==> src/rtl/control_pipe.sv <==
// control_pipe: ID-stage control decode for a classic 5-stage MIPS-like pipe.
// Decoded EX/MEM/WB control bundles advance through ID/EX, EX/MEM and MEM/WB.
// A RUN/STALL FSM covers load-use hazards: each hazard holds the PC and the
// IF/ID register for STALL_CYC cycles in total, and a bubble enters ID/EX on
// every one of those cycles.
//
// Handshake: there is no backpressure into this block. When valid_i=1 the ID
// stage holds an instruction. stall_o=1 means "this instruction was not taken;
// present it again next cycle". flush_i=1 kills the ID instruction outright.
module control_pipe #(
  parameter int REGW      = 5,
  parameter int STALL_CYC = 1,
  parameter int EN_EXT    = 1
) (
  input  logic            clk_i,
  input  logic            rst_i,
  input  logic            valid_i,
  input  logic [5:0]      op_i,
  input  logic [REGW-1:0] rs_i,
  input  logic [REGW-1:0] rt_i,
  input  logic            flush_i,
  output logic            stall_o,
  output logic            jump_o,
  output logic            branch_o,
  output logic            bne_o,
  output logic [3:0]      ex_o,
  output logic [1:0]      mem_o,
  output logic [1:0]      wb_o,
  output logic            illegal_o,
  output logic            state_o
);

  localparam logic [5:0] OP_R    = 6'b000000;
  localparam logic [5:0] OP_J    = 6'b000010;
  localparam logic [5:0] OP_BEQ  = 6'b000100;
  localparam logic [5:0] OP_BNE  = 6'b000101;
  localparam logic [5:0] OP_ADDI = 6'b001000;
  localparam logic [5:0] OP_ORI  = 6'b001101;
  localparam logic [5:0] OP_LW   = 6'b100011;
  localparam logic [5:0] OP_SW   = 6'b101011;

  // Counter value at which the final STALL cycle ends.
  localparam logic [1:0] CNT_LAST = 2'(STALL_CYC - 1);

  typedef enum logic {RUN = 1'b0, STALL = 1'b1} state_t;

  state_t          state;
  logic [1:0]      cnt;

  logic [3:0]      dec_ex;
  logic [1:0]      dec_mem;
  logic [1:0]      dec_wb;
  logic            dec_jump;
  logic            dec_branch;
  logic            dec_bne;
  logic            dec_known;
  logic            uses_rt;

  logic [3:0]      idex_ex;
  logic [1:0]      idex_mem;
  logic [1:0]      idex_wb;
  logic [REGW-1:0] idex_rt;
  logic [1:0]      exmem_mem;
  logic [1:0]      exmem_wb;
  logic [1:0]      memwb_wb;

  logic            hazard;
  logic            issue;

  // Opcode decode into control bundles; unknown opcodes decode to all zero.
  always_comb begin
    dec_ex     = 4'b0000;
    dec_mem    = 2'b00;
    dec_wb     = 2'b00;
    dec_jump   = 1'b0;
    dec_branch = 1'b0;
    dec_bne    = 1'b0;
    dec_known  = 1'b1;
    uses_rt    = 1'b0;
    case (op_i)
      OP_R: begin
        dec_ex  = 4'b0101;
        dec_wb  = 2'b10;
        uses_rt = 1'b1;
      end
      OP_ADDI: begin
        dec_ex = 4'b1000;
        dec_wb = 2'b10;
      end
      OP_LW: begin
        dec_ex  = 4'b1000;
        dec_mem = 2'b01;
        dec_wb  = 2'b11;
      end
      OP_SW: begin
        dec_ex  = 4'b1000;
        dec_mem = 2'b10;
        uses_rt = 1'b1;
      end
      OP_BEQ: begin
        dec_ex     = 4'b0010;
        dec_branch = 1'b1;
        uses_rt    = 1'b1;
      end
      OP_J: begin
        dec_jump = 1'b1;
      end
      OP_BNE: begin
        if (EN_EXT != 0) begin
          dec_ex  = 4'b0010;
          dec_bne = 1'b1;
          uses_rt = 1'b1;
        end else begin
          dec_known = 1'b0;
        end
      end
      OP_ORI: begin
        if (EN_EXT != 0) begin
          dec_ex = 4'b1110;
          dec_wb = 2'b10;
        end else begin
          dec_known = 1'b0;
        end
      end
      default: dec_known = 1'b0;
    endcase
  end

  // Load-use detection against the load sitting in ID/EX. In STALL the ID/EX
  // register only ever holds bubbles, so detection matters only in RUN.
  always_comb begin
    hazard = 1'b0;
    if (state == RUN && valid_i && idex_mem[0] && (idex_rt != '0)) begin
      hazard = (idex_rt == rs_i) || (uses_rt && (idex_rt == rt_i));
    end
  end

  // Stall / issue qualification and the gated ID-stage branch decode.
  always_comb begin
    stall_o  = !flush_i && ((state == STALL) || hazard);
    issue    = valid_i && !stall_o && !flush_i;
    jump_o   = issue && dec_jump;
    branch_o = issue && dec_branch;
    bne_o    = issue && dec_bne;
  end

  // Pipeline registers; anything not issued enters ID/EX as an all-zero bubble.
  always_ff @(posedge clk_i or posedge rst_i) begin
    if (rst_i) begin
      idex_ex   <= '0;
      idex_mem  <= '0;
      idex_wb   <= '0;
      idex_rt   <= '0;
      exmem_mem <= '0;
      exmem_wb  <= '0;
      memwb_wb  <= '0;
      illegal_o <= 1'b0;
    end else begin
      idex_ex   <= issue ? dec_ex  : 4'b0000;
      idex_mem  <= issue ? dec_mem : 2'b00;
      idex_wb   <= issue ? dec_wb  : 2'b00;
      idex_rt   <= issue ? rt_i    : '0;
      exmem_mem <= idex_mem;
      exmem_wb  <= idex_wb;
      memwb_wb  <= exmem_wb;
      illegal_o <= issue && !dec_known;
    end
  end

  // RUN/STALL FSM. The detecting cycle is the first stall cycle, so STALL is
  // entered only when more than one stall cycle is wanted; cnt saturates at
  // CNT_LAST and never wraps.
  always_ff @(posedge clk_i or posedge rst_i) begin
    if (rst_i) begin
      state <= RUN;
      cnt   <= 2'd0;
    end else if (flush_i) begin
      state <= RUN;
      cnt   <= 2'd0;
    end else begin
      case (state)
        RUN: begin
          if (hazard && (STALL_CYC > 1)) begin
            state <= STALL;
            cnt   <= 2'd1;
          end
        end
        STALL: begin
          if (cnt >= CNT_LAST) begin
            state <= RUN;
            cnt   <= 2'd0;
          end else begin
            cnt <= cnt + 2'd1;
          end
        end
        default: begin
          state <= RUN;
          cnt   <= 2'd0;
        end
      endcase
    end
  end

  assign ex_o    = idex_ex;
  assign mem_o   = exmem_mem;
  assign wb_o    = memwb_wb;
  assign state_o = state;

endmodule

==> config.mk <==
export PLATFORM = sky130hd
export DESIGN_NAME = control_pipe
export DESIGN_NICKNAME = d
export VERILOG_FILES = /design/src/rtl/control_pipe.sv
export SDC_FILE = /design/constraint.sdc
export NUM_CORES = 1
export LEC_CHECK = 0
export ABC_CLOCK_PERIOD_IN_PS = 5700
export BUFFER_PORTS_ARGS = -buffer_cell sky130_fd_sc_hd__buf_2
export CORE_UTILIZATION = 52
export CTS_CLUSTER_SIZE = 24
export DETAILED_ROUTE_END_ITERATION = 10
export PLACE_DENSITY_LB_ADDON = 0.3
export SKIP_CTS_REPAIR_TIMING = 1
export SYNTH_ARGS = -nofsm -noshare
export SYNTH_HDL_FRONTEND = slang
export SYNTH_SLANG_ARGS = --single-unit
==> constraint.sdc <==
create_clock -name clk_i -period 5.7 [get_ports clk_i]
set_input_delay 0.57 -clock clk_i [delete_from_list [all_inputs] [get_ports clk_i]]
set_output_delay 0.57 -clock clk_i [all_outputs]
set_load 0.02 [all_outputs]
After elaboration in Yosys (flattened, before gate mapping)
Index checks and enable logic that the tools add are counted.

Add/sub/neg operators: 1. $mul: 0. Divide/modulo/power cells: 0. $lt $le $gt $ge: 1. Equal/unequal tests: 9. Shift operators: 0. Mux-type cells: 19. Bitwise gates (word level): 1. Reduce and logical (&&, ||, !) cells: 24.

Operators by type and width (count): case mux 4 bit (4 select lines) (1); == test 6 x 3 -> 1 bit, second input constant (2); == test 6 x 4 -> 1 bit, second input constant (2); == test 6 bit, second input constant (2); logical AND 1 bit (11); == test 5 bit (2); 2-to-1 mux 2 bit (5); 2-to-1 mux 1 bit (9); case mux 2 bit (2 select lines) (2); OR reduction 8 bit (1); == test 6 x 2 -> 1 bit, second input constant (1); logical NOT 6 bit (1); OR reduction 3 bit (2); 2-to-1 mux 5 bit (1); nonzero test 5 bit (1); 2-to-1 mux 4 bit (1); OR reduction 4 bit (1); logical NOT 1 bit (3); adder 2 x 1 -> 2 bit, second input constant (1); >= comparator 2 x 1 -> 1 bit, second input constant (1); logical OR 1 bit (2); nonzero test 2 bit (1); OR reduction 2 bit (1); inverter 1 bit (1).

Register bits after elaboration: 23. Bits in latches: 0. RAM bits: 0. ROM bits: 0. Bits of input ports: 20. Output and inout port bits: 14. Word-level logic and storage cells: 65. Memories: 0.

Depth between registers and ports, before layout
Word-level depth: 12. Depth in mapped cells: 7. Mapped depth without buffers: 5.

Worst setup path after synthesis
No wires, ideal clock.

Path kind: input to output. Start point: in op_i[5]. End point: out branch_o. Data arrival time: 2.144 ns. Required time: 5.130 ns. Slack: 2.986 ns. Stages on the path: 6. Buffers on the path: 1. Cells stage by stage: clkbuf_2 nand4b_1 nor2_1 o2111ai_2 nand4b_4 nor4_1.

Longest elaborated chain between the ends: 12.

RTL lines: start, declared (RTL line 18) `input logic [5:0] op_i,`; == test 6 x 3 -> 1 bit, or another cell as far along (RTL line 80) `case (op_i)`; OR reduction 4 bit (no source line); 2-to-1 mux 1 bit; logical AND 1 bit (RTL line 134) `hazard = (idex_rt == rs_i) || (uses_rt && (idex_rt == rt_i));`; logical OR 1 bit (RTL line 134); 2-to-1 mux 1 bit (RTL line 133) `if (state == RUN && valid_i && idex_mem[0] && (idex_rt != '0)) begin`; logical OR 1 bit (RTL line 140) `stall_o = !flush_i && ((state == STALL) || hazard);`; logical AND 1 bit (RTL line 140); logical NOT 1 bit (RTL line 141) `issue = valid_i && !stall_o && !flush_i;`; logical AND 1 bit (2 in a row) (RTL line 141); logical AND 1 bit (*) (RTL line 143) `branch_o = issue && dec_branch;`; end, declared (RTL line 24) `output logic branch_o,`.

Mark *: on every way between the ends. The rest lies on a longest branch, timed or not.

Final worst setup path
Start point: reg idex_rt[2]. End point: out bne_o.

Longest elaborated chain between the ends: 10.

RTL lines: start, declared (RTL line 62) `logic [REGW-1:0] idex_rt;`; start signal, assigned (RTL line 162) `idex_rt <= issue ? rt_i : '0;`; == test 5 bit (RTL line 134); logical AND 1 bit (RTL line 134); logical OR 1 bit (RTL line 134); 2-to-1 mux 1 bit (*) (RTL line 133); logical OR 1 bit (*) (RTL line 140); logical AND 1 bit (*) (RTL line 140); logical NOT 1 bit (*) (RTL line 141); logical AND 1 bit (*) (2 in a row) (RTL line 141); logical AND 1 bit (*) (RTL line 144) `bne_o = issue && dec_bne;`; end, declared (RTL line 25) `output logic bne_o,`.

Marks and branches as above.

==> flow_summary.yaml <==
timing:
  finalHoldViolCount: 0
  setup_viol: 0
  tightestPinTransition_ps: 714.0
  fin_skew_ps: 5.835
  tns_ps: 0
  drv_slew: 0
  setup_slack_ps: 2874
  period_share_pct: 49.58
  maxSlewHeadroom_pct: 52.35
  max_freq_ghz: 0.3538
  rsz0062_at_grt: "false"
  finalCriticalPeriod_ps: 2826
global_route:
  first_global_vias: 631
  grt_max_degree: 21
  grt_pass1_wl_mm: 2.753
  grt_use_total_pct: 18.35
  grt_overflow_total: 0
  grt_antenna_before_repair: 0
run:
  maxCapViolations: 0
place:
  gp_congestion: 0.8343
  io_buffers: 32
  dp_hpwl_mm: 1.344
  preCtsSetupSlack_ps: 3116
worst_setup_path:
  cp-end-kind: "output port"
  critPathMaxStageDelay_ps: 440
  worst_ep_arrival_time_ps: 2260
  crit_required_ps: 5130
  crit_chain: "or3_1 -> o311a_1 -> o2111ai_2 -> nand4b_4 -> nor4b_2 -> buf_2"
  crit_fanout: 8
  critical_path_class: "flop to output port"
  cp_slowest_cell: "dfrtp_1"
  cp-start-kind: "flop"
clock_network:
  cts_buffers: 3
  tritoncts: "yes"
  clkSlewWorstSetupHoldPaths_ps: 110
  clock_latency_ps: 290
  cts.path.max_buffers: 2
  cts_htree_levels: 1
  cts_root_buffer: "clkbuf_4"
  clock_sinks: 20
die:
  start_util_pct: 57.26
  dieHeight_um: 46.31
  die_area_sq_um: 2145
  die_w_um: 46.31
  pin_count: 34
  core_region_area_sq_um: 1783
  rows: 15
synth:
  synth_top_area_share_pct: 49.02
  synth_area_per_cell_sq_um: 11.87
  yosysSeqAreaShare_pct: 49.02
  syn_inst: 86
  ys_seq_elements: 20
  synth_area_leaders: "dfrtp_1 (49%), xor2_1 (6.9%), clkbuf_8 (4.0%)"
  synth_top_area_cell: "dfrtp_1"
  syn_nets: 106
  syn_area_sq_um: 1021
  synth_edf_count: 0
  async_reset_ff_share_pct: 100.0
  yosys_warnings: 0
  ys_types: 31
  ys.flop_type: "dfrtp_1"
final_layout:
  drive_gt1_share_pct: 42.24
  diodes: 0
  nets: 137
  utilization_pct: 67.30
  syn_to_final_growth_pct: 17.52
  num-fill-cells: 146
route:
  firstDrtPassIters: 4
  post_drt_wl_per_cell_um: 12.68
  drcViolationCount: 0
  wl_mm: 1.788
  viasPerCell: 5.128
  detail-route-antenna-nets: 0
  vias: 723
  dr.first_iter.drc_count: 6
power_and_ir_drop:
  leakagePower_nw: 0.6222
  peakVddDrop_mv: 0.1450
  powerDensity_nw_per_um2: 244.5
worst_hold_path:
  hold_class: "flop to flop"
outcome:
  outcome: "completed"
-- final cells by class --
cell class                 count  area, sq um  share of cell area, %
sequential                    20        500.5                  41.71
multi-input combinational     57        444.2                  37.02
timing repair buffer          32        160.2                  13.35
tap                           25        31.28                  2.607
clock inverter                 1        30.03                  2.503
clock buffer                   3        22.52                  1.877
inverter                       3        11.26                 0.9385
-- cell families after synthesis --
logic type	synth area share (%)
buf+inv	7.475
fa+ha+maj	0.9804
flops	49.02
other cells	0.3673
simple gates	24.63
xor+xnor	9.437
compound gates	8.087
-- critical path: cells and delay by family, from the launching register on --
family	cells	cell delay, ps
and+or+nand+nor	3	870
AOI/OAI and AO/OA	2	460
DFF	1	440
buffers and inverters	1	200
-- through the flow --
step	total power, mW	hold slack (ps)	std cells	area [sq um]
final	0.2934	361.6	141	1200
after global routing	0.3071	371.7	141	1200
after CTS	0.2963	366.9	141	1200
after detailed placement	0.1839	341.0	137	1147
after global placement	0.1829	331.5	137	1147
after floorplan	0.1745	331.2	86	1021
-- placed cells by master, fill, tap and decap left out, types with 2 or more instances in the layout --
master / synthesis / final
nand3_1: 2 / 2
buf_2: 0 / 32
and2_2: 5 / 5
dfrtp_1: 20 / 20
nor4_1: 3 / 3
a21oi_1: 3 / 3
nor4b_2: 2 / 2
xnor2_1: 3 / 3
clkbuf_4: 0 / 3
or3_1: 2 / 2
inv_1: 3 / 3
nor3_1: 3 / 3
a2111oi_2: 2 / 2
nor2_1: 6 / 6
nand2_1: 3 / 3
nor4b_1: 3 / 3
xor2_1: 8 / 8
-- synth_stat cells, types with 2 or more instances --
library cell	n
nor2_1	6
nand3_1	2
clkbuf_8	3
xor2_1	8
nor4b_2	2
and2_2	5
nor4b_1	3
xnor2_1	3
a21oi_1	3
nand2_1	3
or3_1	2
dfrtp_1	20
a2111oi_2	2
inv_1	3
nor3_1	3
nor4_1	3
-- report_power, final --
part	total (mW)	internal [mW]	switching (mW)
Combinational	0.0353	0.0145	0.0209
Sequential	0.146	0.144	0.00184
Clock	0.112	0.0710	0.0411
Total	0.293	0.230	0.0638
-- routing by layer --
metal / wire length [um] / track usage [%] / vias to the layer above / part of all wire [%]
li1: - / - / 358 / -
met1: 845 / 24.14 / 334 / 47
met2: 836 / 30.28 / 29 / 47
met3: 87 / 2.353 / 2 / 4.9
met4: 17 / 7.059 / 0 / 0.95
met5: 0 / 0 / - / 0
-- state kept, by name, indices dropped and copies added (netlist names) --
register,flops
idex_mem,2
mem_o,2
idex_rt,5
ex_o,4
exmem_wb,2
illegal_o,1
idex_wb,2
wb_o,2
-- worst paths after layout --
kind	slack, ps	from	cells past startpoint	end
worst max-delay path	2870	idex_rt[2]	6	bne_o
worst min-delay path	360	idex_wb[0]	0	exmem_wb[0]
worst max register to register	3630	idex_rt[2]	5	idex_mem[1]
worst min register to register	360	idex_wb[0]	0	exmem_wb[0]
max in group asynchronous	4880	rst_i	2	idex_wb[1]
min in group asynchronous	370	rst_i	2	idex_rt[0]
No activity file was read; power rests on OpenSTA's default activity.
